<file path="src/rtl/life_pkg.sv">
`default_nettype none
// ============================================================================
// Module      : life_pkg
// Description : Shared types and constants for the Game-of-Life frame
//               stepper: FSM state encoding, neighbour count type, default
//               B3/S23 rule masks and the bit order of the neighbour vector.
// Revision    : 1.0 - initial release
// ============================================================================
package life_pkg;

  typedef enum logic [1:0] {
    IDLE  = 2'd0,
    FILL  = 2'd1,
    RUN   = 2'd2,
    FLUSH = 2'd3
  } state_t;

  // Live-neighbour count, 0..8
  typedef logic [3:0] count_t;

  // Bit n set: a cell with n live neighbours is born / survives
  localparam logic [8:0] DEF_BIRTH_MASK   = 9'b000001000;
  localparam logic [8:0] DEF_SURVIVE_MASK = 9'b000001100;

  // Bit positions inside the 8-bit neighbour vector
  localparam int unsigned NB_N  = 0;
  localparam int unsigned NB_NE = 1;
  localparam int unsigned NB_E  = 2;
  localparam int unsigned NB_SE = 3;
  localparam int unsigned NB_S  = 4;
  localparam int unsigned NB_SW = 5;
  localparam int unsigned NB_W  = 6;
  localparam int unsigned NB_NW = 7;

endpackage
`default_nettype wire

</file>
<file path="src/rtl/life_rule.sv">
`default_nettype none
// ============================================================================
// Module      : life_rule
// Description : Combinational Game-of-Life rule. Counts the already
//               border-masked neighbours and looks the result up in the
//               survive mask (live centre) or the birth mask (dead centre).
// Ports       : alive_i        centre cell state
//               nbr_i[7:0]     masked neighbours (order from life_pkg)
//               birth_mask_i   bit n: dead cell with n neighbours is born
//               survive_mask_i bit n: live cell with n neighbours survives
//               next_o         next-generation state of the centre cell
// Revision    : 1.0 - initial release
// ============================================================================
module life_rule
  import life_pkg::*;
(
  input  logic       alive_i,
  input  logic [7:0] nbr_i,
  input  logic [8:0] birth_mask_i,
  input  logic [8:0] survive_mask_i,
  output logic       next_o
);

  count_t count;

  always_comb begin
    count = '0;
    for (int i = 0; i < 8; i++) begin
      count = count + count_t'(nbr_i[i]);
    end
  end

  assign next_o = alive_i ? survive_mask_i[count] : birth_mask_i[count];

endmodule
`default_nettype wire

</file>
<file path="src/rtl/life_frame_stepper.sv">
`default_nettype none
// ============================================================================
// Module      : life_frame_stepper
// Description : Streams one Game-of-Life generation. Accepts a WIDTH x HEIGHT
//               grid in raster order and emits the next generation in the
//               same order through a one-stage ready/valid output register.
// Ports       : clk_i          clock, rising edge
//               rst_n_i        asynchronous active-low reset
//               start_i        begin a frame (sampled in IDLE only)
//               in_cell_i      current-generation cell, raster order
//               in_valid_i     in_cell_i valid
//               in_ready_o     stepper accepts in_cell_i this cycle
//               out_cell_o     next-generation cell, raster order
//               out_valid_o    out_cell_o valid
//               out_ready_i    sink accepts out_cell_o
//               out_last_o     out_cell_o is the final cell of the frame
//               busy_o         frame in progress
//               done_o         final output accepted this cycle
//               gen_count_o    completed frames, wraps
// Revision    : 1.0 - initial release
// ============================================================================
module life_frame_stepper
  import life_pkg::*;
#(
  parameter int unsigned WIDTH        = 16,
  parameter int unsigned HEIGHT       = 16,
  parameter int unsigned GEN_W        = 16,
  parameter logic [8:0]  BIRTH_MASK   = DEF_BIRTH_MASK,
  parameter logic [8:0]  SURVIVE_MASK = DEF_SURVIVE_MASK
) (
  input  logic             clk_i,
  input  logic             rst_n_i,
  input  logic             start_i,
  input  logic             in_cell_i,
  input  logic             in_valid_i,
  output logic             in_ready_o,
  output logic             out_cell_o,
  output logic             out_valid_o,
  input  logic             out_ready_i,
  output logic             out_last_o,
  output logic             busy_o,
  output logic             done_o,
  output logic [GEN_W-1:0] gen_count_o
);

  localparam int unsigned NCELLS  = WIDTH * HEIGHT;
  localparam int unsigned WIN_LEN = 2 * WIDTH + 3;
  localparam int unsigned CTR     = WIDTH + 1;
  localparam int unsigned CNT_W   = $clog2(NCELLS + 1);
  localparam int unsigned ROW_W   = $clog2(HEIGHT);
  localparam int unsigned COL_W   = $clog2(WIDTH);

  localparam logic [CNT_W-1:0] C_FILL_LAST = CNT_W'(WIDTH);
  localparam logic [CNT_W-1:0] C_CELL_LAST = CNT_W'(NCELLS - 1);
  localparam logic [CNT_W-1:0] C_NCELLS    = CNT_W'(NCELLS);
  localparam logic [ROW_W-1:0] C_ROW_LAST  = ROW_W'(HEIGHT - 1);
  localparam logic [COL_W-1:0] C_COL_LAST  = COL_W'(WIDTH - 1);

  state_t             state_q,     state_d;
  logic [WIN_LEN-2:0] win_q,       win_d;
  logic [CNT_W-1:0]   in_cnt_q,    in_cnt_d;
  logic [CNT_W-1:0]   out_cnt_q,   out_cnt_d;
  logic [ROW_W-1:0]   row_q,       row_d;
  logic [COL_W-1:0]   col_q,       col_d;
  logic               out_valid_q, out_valid_d;
  logic               out_cell_q,  out_cell_d;
  logic               out_last_q,  out_last_d;
  logic [GEN_W-1:0]   gen_q,       gen_d;

  logic               w_out_free;
  logic               w_in_ready;
  logic               w_in_fire;
  logic               w_flush_step;
  logic               w_emit;
  logic               w_done;
  logic               w_in_bit;
  logic [WIN_LEN-1:0] w_win;
  logic               w_top, w_bot, w_left, w_right;
  logic [7:0]         w_nbr;
  logic               w_next;

  // Output stage can take a new cell when empty or being drained this cycle
  assign w_out_free   = !out_valid_q || out_ready_i;
  assign w_in_ready   = (state_q == FILL) || ((state_q == RUN) && w_out_free);
  assign w_in_fire    = w_in_ready && in_valid_i;
  assign w_flush_step = (state_q == FLUSH) && w_out_free && (out_cnt_q != C_NCELLS);
  assign w_emit       = ((state_q == RUN) && w_in_fire) || w_flush_step;
  assign w_done       = out_valid_q && out_last_q && out_ready_i;

  // The register holds the 2*WIDTH+2 previous cells; together with the cell
  // entering this cycle it forms the full window, so the output loaded at
  // this edge belongs to the centre of the post-shift window.
  assign w_in_bit = (state_q == FLUSH) ? 1'b0 : in_cell_i;
  assign w_win    = {win_q, w_in_bit};

  assign w_top   = (row_q == '0);
  assign w_bot   = (row_q == C_ROW_LAST);
  assign w_left  = (col_q == '0);
  assign w_right = (col_q == C_COL_LAST);

  // Older cells sit at higher window positions: north row is +WIDTH from
  // the centre, south row is -WIDTH.
  always_comb begin
    w_nbr        = '0;
    w_nbr[NB_N]  = w_win[CTR + WIDTH]     & ~w_top;
    w_nbr[NB_NE] = w_win[CTR + WIDTH - 1] & ~w_top & ~w_right;
    w_nbr[NB_E]  = w_win[CTR - 1]         & ~w_right;
    w_nbr[NB_SE] = w_win[CTR - WIDTH - 1] & ~w_bot & ~w_right;
    w_nbr[NB_S]  = w_win[CTR - WIDTH]     & ~w_bot;
    w_nbr[NB_SW] = w_win[CTR - WIDTH + 1] & ~w_bot & ~w_left;
    w_nbr[NB_W]  = w_win[CTR + 1]         & ~w_left;
    w_nbr[NB_NW] = w_win[CTR + WIDTH + 1] & ~w_top & ~w_left;
  end

  life_rule u_rule (
    .alive_i        (w_win[CTR]),
    .nbr_i          (w_nbr),
    .birth_mask_i   (BIRTH_MASK),
    .survive_mask_i (SURVIVE_MASK),
    .next_o         (w_next)
  );

  always_comb begin
    state_d     = state_q;
    win_d       = win_q;
    in_cnt_d    = in_cnt_q;
    out_cnt_d   = out_cnt_q;
    row_d       = row_q;
    col_d       = col_q;
    out_valid_d = out_valid_q;
    out_cell_d  = out_cell_q;
    out_last_d  = out_last_q;
    gen_d       = gen_q;

    unique case (state_q)
      IDLE: begin
        if (start_i) begin
          state_d   = FILL;
          win_d     = '0;
          in_cnt_d  = '0;
          out_cnt_d = '0;
          row_d     = '0;
          col_d     = '0;
        end
      end
      FILL: begin
        if (w_in_fire) begin
          win_d    = w_win[WIN_LEN-2:0];
          in_cnt_d = in_cnt_q + CNT_W'(1);
          if (in_cnt_q == C_FILL_LAST) begin
            state_d = RUN;
          end
        end
      end
      RUN: begin
        if (w_in_fire) begin
          win_d    = w_win[WIN_LEN-2:0];
          in_cnt_d = in_cnt_q + CNT_W'(1);
          if (in_cnt_q == C_CELL_LAST) begin
            state_d = FLUSH;
          end
        end
      end
      FLUSH: begin
        if (w_flush_step) begin
          win_d = w_win[WIN_LEN-2:0];
        end
        if (w_done) begin
          state_d = IDLE;
        end
      end
      default: state_d = IDLE;
    endcase

    if (w_emit) begin
      out_valid_d = 1'b1;
      out_cell_d  = w_next;
      out_last_d  = (out_cnt_q == C_CELL_LAST);
      out_cnt_d   = out_cnt_q + CNT_W'(1);
      if (w_right) begin
        col_d = '0;
        row_d = row_q + ROW_W'(1);
      end else begin
        col_d = col_q + COL_W'(1);
      end
    end else if (out_ready_i) begin
      out_valid_d = 1'b0;
      out_last_d  = 1'b0;
    end

    if (w_done) begin
      gen_d = gen_q + GEN_W'(1);
    end
  end

  always_ff @(posedge clk_i or negedge rst_n_i) begin
    if (!rst_n_i) begin
      state_q     <= IDLE;
      win_q       <= '0;
      in_cnt_q    <= '0;
      out_cnt_q   <= '0;
      row_q       <= '0;
      col_q       <= '0;
      out_valid_q <= 1'b0;
      out_cell_q  <= 1'b0;
      out_last_q  <= 1'b0;
      gen_q       <= '0;
    end else begin
      state_q     <= state_d;
      win_q       <= win_d;
      in_cnt_q    <= in_cnt_d;
      out_cnt_q   <= out_cnt_d;
      row_q       <= row_d;
      col_q       <= col_d;
      out_valid_q <= out_valid_d;
      out_cell_q  <= out_cell_d;
      out_last_q  <= out_last_d;
      gen_q       <= gen_d;
    end
  end

  assign in_ready_o  = w_in_ready;
  assign out_cell_o  = out_cell_q;
  assign out_valid_o = out_valid_q;
  assign out_last_o  = out_last_q;
  assign busy_o      = (state_q != IDLE);
  assign done_o      = w_done;
  assign gen_count_o = gen_q;

endmodule
`default_nettype wire

</file>
<file path="config.mk">
export PLATFORM = sky130hd
export DESIGN_NAME = life_frame_stepper
export DESIGN_NICKNAME = d
export VERILOG_FILES = /design/src/rtl/life_pkg.sv /design/src/rtl/life_rule.sv /design/src/rtl/life_frame_stepper.sv
export SDC_FILE = /design/constraint.sdc
export NUM_CORES = 1
export LEC_CHECK = 0
export BUFFER_PORTS_ARGS = -buffer_cell sky130_fd_sc_hd__buf_2
export CORE_MARGIN = 2
export CORE_UTILIZATION = 61
export CTS_BUF_LIST = sky130_fd_sc_hd__clkbuf_8 sky130_fd_sc_hd__clkbuf_16
export DETAILED_ROUTE_END_ITERATION = 10
export GPL_TIMING_DRIVEN = 0
export PLACE_DENSITY = 0.78
export SYNTH_ARGS = -nofsm -noshare
export SYNTH_HDL_FRONTEND = slang
export SYNTH_SLANG_ARGS = --single-unit
</file>
<file path="constraint.sdc">
create_clock -name clk_i -period 7.29 [get_ports clk_i]
set_input_delay 1.458 -clock clk_i [delete_from_list [all_inputs] [get_ports clk_i]]
set_output_delay 1.458 -clock clk_i [all_outputs]
set_load 0.01 [all_outputs]
</file>
# Word level (Yosys, flattened, before mapping)
# Memory sizes are Yosys's and may differ from the RTL's.
# Index checks and enable logic that the tools add are counted.
# word_totals
output_inout_bits	22
latch_bits	0
register_bits	81
mem_bits_rw	0
romBits	32
wordCells	113
memories	2
# op_classes
eq_ne	17
mul	0
n_bitwise	16
mux	31
order_cmp	1
shifts	0
div_mod_pow	0
n_addsub	12
reduce_logical	24
# memory_table
name	depth	width	rd	rd_clocked_by_memory_dff	write_ports	line_no	source
(name not given)	16	1	1	0	0	life_rule.sv:33	assign next_o = alive_i ? survive_mask_i[count] : birth_mask_i[count];
(name not given)	16	1	1	0	0	life_rule.sv:33	
# ops
cell	n
34-bit two-way mux	3
34-bit one-hot mux with 3 select lines	1
9-bit two-way mux	4
4-bit two-way mux	8
4-bit by 1-bit adder with 4-bit output	6
9-bit by 1-bit adder with 9-bit output (second input constant)	2
9-bit by 8-bit equality test with 1-bit output (second input constant)	2
9-bit one-hot mux with 2 select lines	1
16-bit by 1-bit adder with 16-bit output (second input constant)	1
1-bit bitwise AND	12
2-bit two-way mux	6
2-bit inequality test (second input constant)	5
2-bit nonzero test	5
9-bit by 5-bit equality test with 1-bit output (second input constant)	1
9-bit inequality test (second input constant)	1
4-bit by 1-bit adder with 4-bit output (second input constant)	2
4-bit equality test (second input constant)	2
4-bit zero test	2
2-bit one-hot mux with 4 select lines	1
1-bit logical AND	7
1-bit two-way mux	7
2-bit by 1-bit inequality test with 1-bit output (second input constant)	3
3-bit AND reduction	2
6-bit AND reduction	1
10 further kinds	16

# Depth between registers and ports, before layout
# depth
word_depth	14
ltp_mapped	16
ltp_nobuf	16

# Cells and area by module
# Synthesis repeated with hierarchy kept, for this count alone.
# unflattened
hier_cells	428
hier_area_um2	4631.9
# modules_own_cells
module	cells_per_inst	n_inst	area_each_um2
life_frame_stepper	395	1	4291.6
life_rule	33	1	340.3

# Worst setup path before layout
# No wires, ideal clock.
# synth_path
path_type	register to register
startpoint	reg col_q[0]
endpoint	reg out_cell_q (netlist: out_cell_o)
period_less_slack_ps	3796
slack_ps	3494
setup_time_ps	66
arrival_time_ps	3730
stages_incl_launch_ff	16
required_time_ps	7224
path_buffers	0
cell_sequence	dfrtp_1 -> ha_1 -> nand3_1 -> and3_1 -> ha_1 -> inv_1 -> fa_1 -> inv_1 -> fa_1 -> inv_1 -> fa_1 -> fa_1 -> nor2_1 -> nand3_1 -> a221oi_1 -> mux2_1
# synth_via
elab_chain_len	13
elab_cells_between_ends	22
cone_classes	add/sub: 7; eq/ne: 1; mux: 3; bitwise: 8; reduce/logical: 1; memory: 2
# synth_rtl
element	line_no	source
start: declaration	life_frame_stepper.sv:64	logic [COL_W-1:0] col_q, col_d;
start signal: assignment	life_frame_stepper.sv:214	col_q <= col_d;
4-bit equality test	life_frame_stepper.sv:99	assign w_right = (col_q == C_COL_LAST);
1-bit NOT	life_frame_stepper.sv:106, life_frame_stepper.sv:107, life_frame_stepper.sv:108	
1-bit bitwise AND	life_frame_stepper.sv:106	w_nbr[NB_NE] = w_win[CTR + WIDTH - 1] & ~w_top & ~w_right;
1-bit by 1-bit adder with 2-bit output	life_rule.sv:29	count = count + count_t'(nbr_i[i]);
4-bit by 1-bit adder with 4-bit output (5 in series)	life_rule.sv:29	
4-bit by 1-bit adder with 4-bit output (*)	life_rule.sv:29	
memory read 16 x 1 bit	--	
1-bit two-way mux (not written as such)	life_rule.sv:33	
1-bit two-way mux (*)	life_rule.sv:33	
end signal: assignment	life_frame_stepper.sv:216	out_cell_q <= out_cell_d;
end: declaration	life_frame_stepper.sv:66	logic out_cell_q, out_cell_d;
# Mark *: on every way between the ends. The rest lies on a longest branch, timed or not. The select of a mux whose other input is x is not followed.
# A chain may end at the register's enable or synchronous reset.

# Final worst setup path
# Same ends and word-level chain as after synthesis.

==> metrics.md <==
| Metric | Value |
|---|---|
| Number of synthesis warnings | 0 |
| Overall power | 1.108 mW |
| Number of global-route vias before repair | 3031 |
| Inserted Diodes | 0 |
| CP Launch Point | col_q[0]$_DFFE_PN0P_ |
| First-pass GRT wire length | 13.96 mm |
| Initial Util | between 60% and 70% |
| Final min period | between 4 and 5 ns |
| Synth cell types | around 60 |
| Root buffer cell | clkbuf_8 |
| Worst slack, placed | between 3 and 4 ns |
| Final nets | 469 |
| Final Skew | 0.008682 ns |
| Crit-path slowest cell | fa_1 |
| 1st-iter DRT viols | about 130 |
| Synthesized instance count | 402 |
| Max_cap viols | 0 |
| Die X | 88.67 um |
| Sequential Area | between 2000 and 2500 um2 |
| Hold wc startpoint | gen_count_o[15]$_DFFE_PN0P_ |
| Post_cts resized | 0 |
| Element type at the critical path start | flop |
| CP Max Fanout | 6 |
| Longest Clk Path Bufs | 2 |
| Syn_nets | 430 |
| Cell Area, Synth | 4373 um2 |
| Area grow syn2layout | 12.59% |
| CP endpoint kind | flop |
| Outcome | complete, no violations |
| Max VDD drop | between 0.1 and 0.15 mV |
| Final ANT Viol Nets | 0 |
| Dpl cell area | around 4700 um2 |
| Setup CP Type | reg -> reg |
| Async set-reset flop share out of synthesis | between 90% and 100% |
| Fin. max-slew vios | 0 |
| Max Fclk | 239.0 MHz |
| Fin area | between 4000 and 5000 um2 |
| RR Startpoint | col_q[0]$_DFFE_PN0P_ |
| DR pass1 iterations | 4 |
| Die H | ~89 um |
| # DRC | 0 |
| Largest net degree at the start of global routing | 53 |
| Routed len/inst | 15.02 um |
| DR vias | roughly 3.1k |
| CTS tree | built |
| GRT Residual Overflow | 0 |
| Core ar. | approximately 6900 um2 |
| Post-CTS Hold Fix Bufs | 0 |
| Pwr dens | roughly 230 nW/um2 |
| Crit path top cell by count | fa_1 |
| Critical-path cell list | ha_1 > nand3_1 > and3_1 > ha_1 > inv_1 > fa_1 > inv_1 > fa_1 > inv_1 > fa_1 > fa_1 > nor2_1 > nand3_1 > a221oi_1 > mux2_1 |
| Setup crit end | out_cell_o$_DFFE_PN0P_ |
| Lkg Pwr | around 2.5 nW |
| Fraction of layout cells with a size suffix above 1 | about 14% |
| Worst reg-to-reg path cell count | 15 |
| Final Util | slightly above 70% |
| Synth top area share | approximately 46% |
| Area leader, netlist | dfrtp_1 |
| Yosys reg bits | 81 |
| Crit path DAT | between 4 and 5 ns |
| Multi-input gate area | roughly 2100 um2 |
| Io pins | 28 |
| Num CTS Buffers | 9 |
| Synth top area cells | dfrtp_1 (46%), mux2_1 (8.8%), ha_1 (5.2%) |
| FP Rows | 30 |
| Leading cell type in the layout, fill and taps excluded | dfrtp_1 |
| Crit Reg-Reg Endpoint | out_cell_o$_DFFE_PN0P_ |
| Layout fillers | about 560 |
| Initial antenna violation count | 0 |
| CTS sink cnt | 81 |
| Die area | slightly below 8000 um2 |
| Most used DFF post-synth | dfrtp_1 |
| HP Class | reg -> reg |
| Setup TNS | 0 ns |
| Placer Congestion | just over 0.8 |
| Hold violation total from the final report | 0 |
| DR vias/cell | between 5 and 6 |
| Port Buffer Count | 27 |
| Period utilization | 57.39% |
| Post-detail-place hpwl | approximately 5.7 mm |
| All-layer global routing usage | between 20% and 30% |
| Relative slew slack | ~44% |
| Clk Latency, worst-skew pair | 0.35 ns |
| H-tree Lvls | 3 |
| Avg Cell Area, Syn | 10.88 um2 |
| Sequential area share after synthesis | 46.35% |
| Setup WS post-layout | just over 3 ns |
| Worst-path clk slew | ~0.090 ns |
| Slew @ Worst Pin | between 0.8 and 0.9 ns |
| Setup Viol. Count Final | 0 |
| Buffers inserted by post-CTS timing repair | 0 |
| Commonest non-fill, non-tap cells in the layout | dfrtp_1 (81), mux2_1 (34), nor2b_1 (33), inv_1 (28), buf_2 (27) |
| EDFF count, synth | 0 |
| Unrepaired setup endpoints after global routing | false |
| Worst EP required | 7.58 ns |
| Crit-path max cell delay | roughly 0.53 ns |
| Worst R2R Setup Slack | 3.11 ns |
| Final wirelength | between 8 and 9 mm |
-- Yosys cell counts, drive strengths merged, types with 4 or more instances --
cell     n
nor2b   33
nor3     5
mux2    35
inv     30
a221o    4
fa       4
a21oi    4
a221oi   4
clkbuf   6
buf      6
and3     9
xor2     4
dfrtp   81
nor2    16
mux2i    5
o31ai   13
nand3   18
ha      18
nand2   25
nand4    7
xnor2   14
and2     6
o21ai   14
nand2b   7
-- layout make-up --
cell class                      instances  area share, %
Clock buffer                            9          2.516
Buffer                                 12          1.703
Sequential cell                        81          41.17
Timing Repair Buffer                   28          3.355
Tap cell                               96          2.440
Inverter                               30          2.287
Multi-Input combinational cell        279          43.66
Clock inverter                          7          2.872
-- logic make-up after synthesis --
logic type      Yosys count  share of synthesized area, %
simple gates            135                         17.05
mux                      40                         10.16
flops                    81                         46.35
xor+xnor                 18                         3.605
buf+inv                  42                         4.492
compound gates           64                         11.36
fa+ha+maj                22                         6.982
-- critical path, delay by kind of cell, from the launching register on --
kind                     cells  cell delay, ns
flip-flops                   1            0.43
multiplexers                 1            0.18
AND/OR/NAND/NOR              4            0.69
buffers and inverters        3            0.16
AO/OA/AOI/OAI                1            0.25
adder cells (fa/ha/maj)      6            2.42
-- power breakdown --
group | internal, mW | switching, mW | leakage [nW]
logic | 0.0718 | 0.0831 | 1.24
registers | 0.480 | 0.0419 | 1.09
clock network | 0.263 | 0.168 | 0.130
-- worst min-delay path by stage --
stage,end,slack [ns],cells after the start
floorplan,win_q[33]$_DFFE_PN0P_,0.45,1
global placement,gen_count_o[15]$_DFFE_PN0P_,0.46,1
detailed placement,gen_count_o[15]$_DFFE_PN0P_,0.46,1
CTS,gen_count_o[15]$_DFFE_PN0P_,0.47,1
global route,gen_count_o[15]$_DFFE_PN0P_,0.50,1
finish,gen_count_o[15]$_DFFE_PN0P_,0.47,1
-- per-stage QoR --
step                      hold slack, ns  instances
after detailed placement          0.4615        526
after CTS                         0.4739        542
after floorplan                   0.4490        402
after global placement            0.4562        525
final                             0.4678        542
after global routing              0.5034        542
-- state kept, by name, indices dropped and copies added (netlist names) --
| signal | count |
|---|---|
| row_q | 4 |
| out_valid_o | 1 |
| out_cnt_q | 9 |
| out_last_o | 1 |
| out_cell_o | 1 |
| win_q | 34 |
| gen_count_o | 16 |
| col_q | 4 |
| state_q | 2 |
| in_cnt_q | 9 |
-- metal layers --
layer | share of wire (%) | vias up | global-route usage, %
li1 | - | 1491 | -
met2 | 47 | 51 | 36.64
met4 | 1.5 | 0 | 6.336
met5 | 0 | - | 0
met1 | 48 | 1504 | 31.43
met3 | 2.9 | 12 | 5.597
Power figures use the tool's default switching activity.
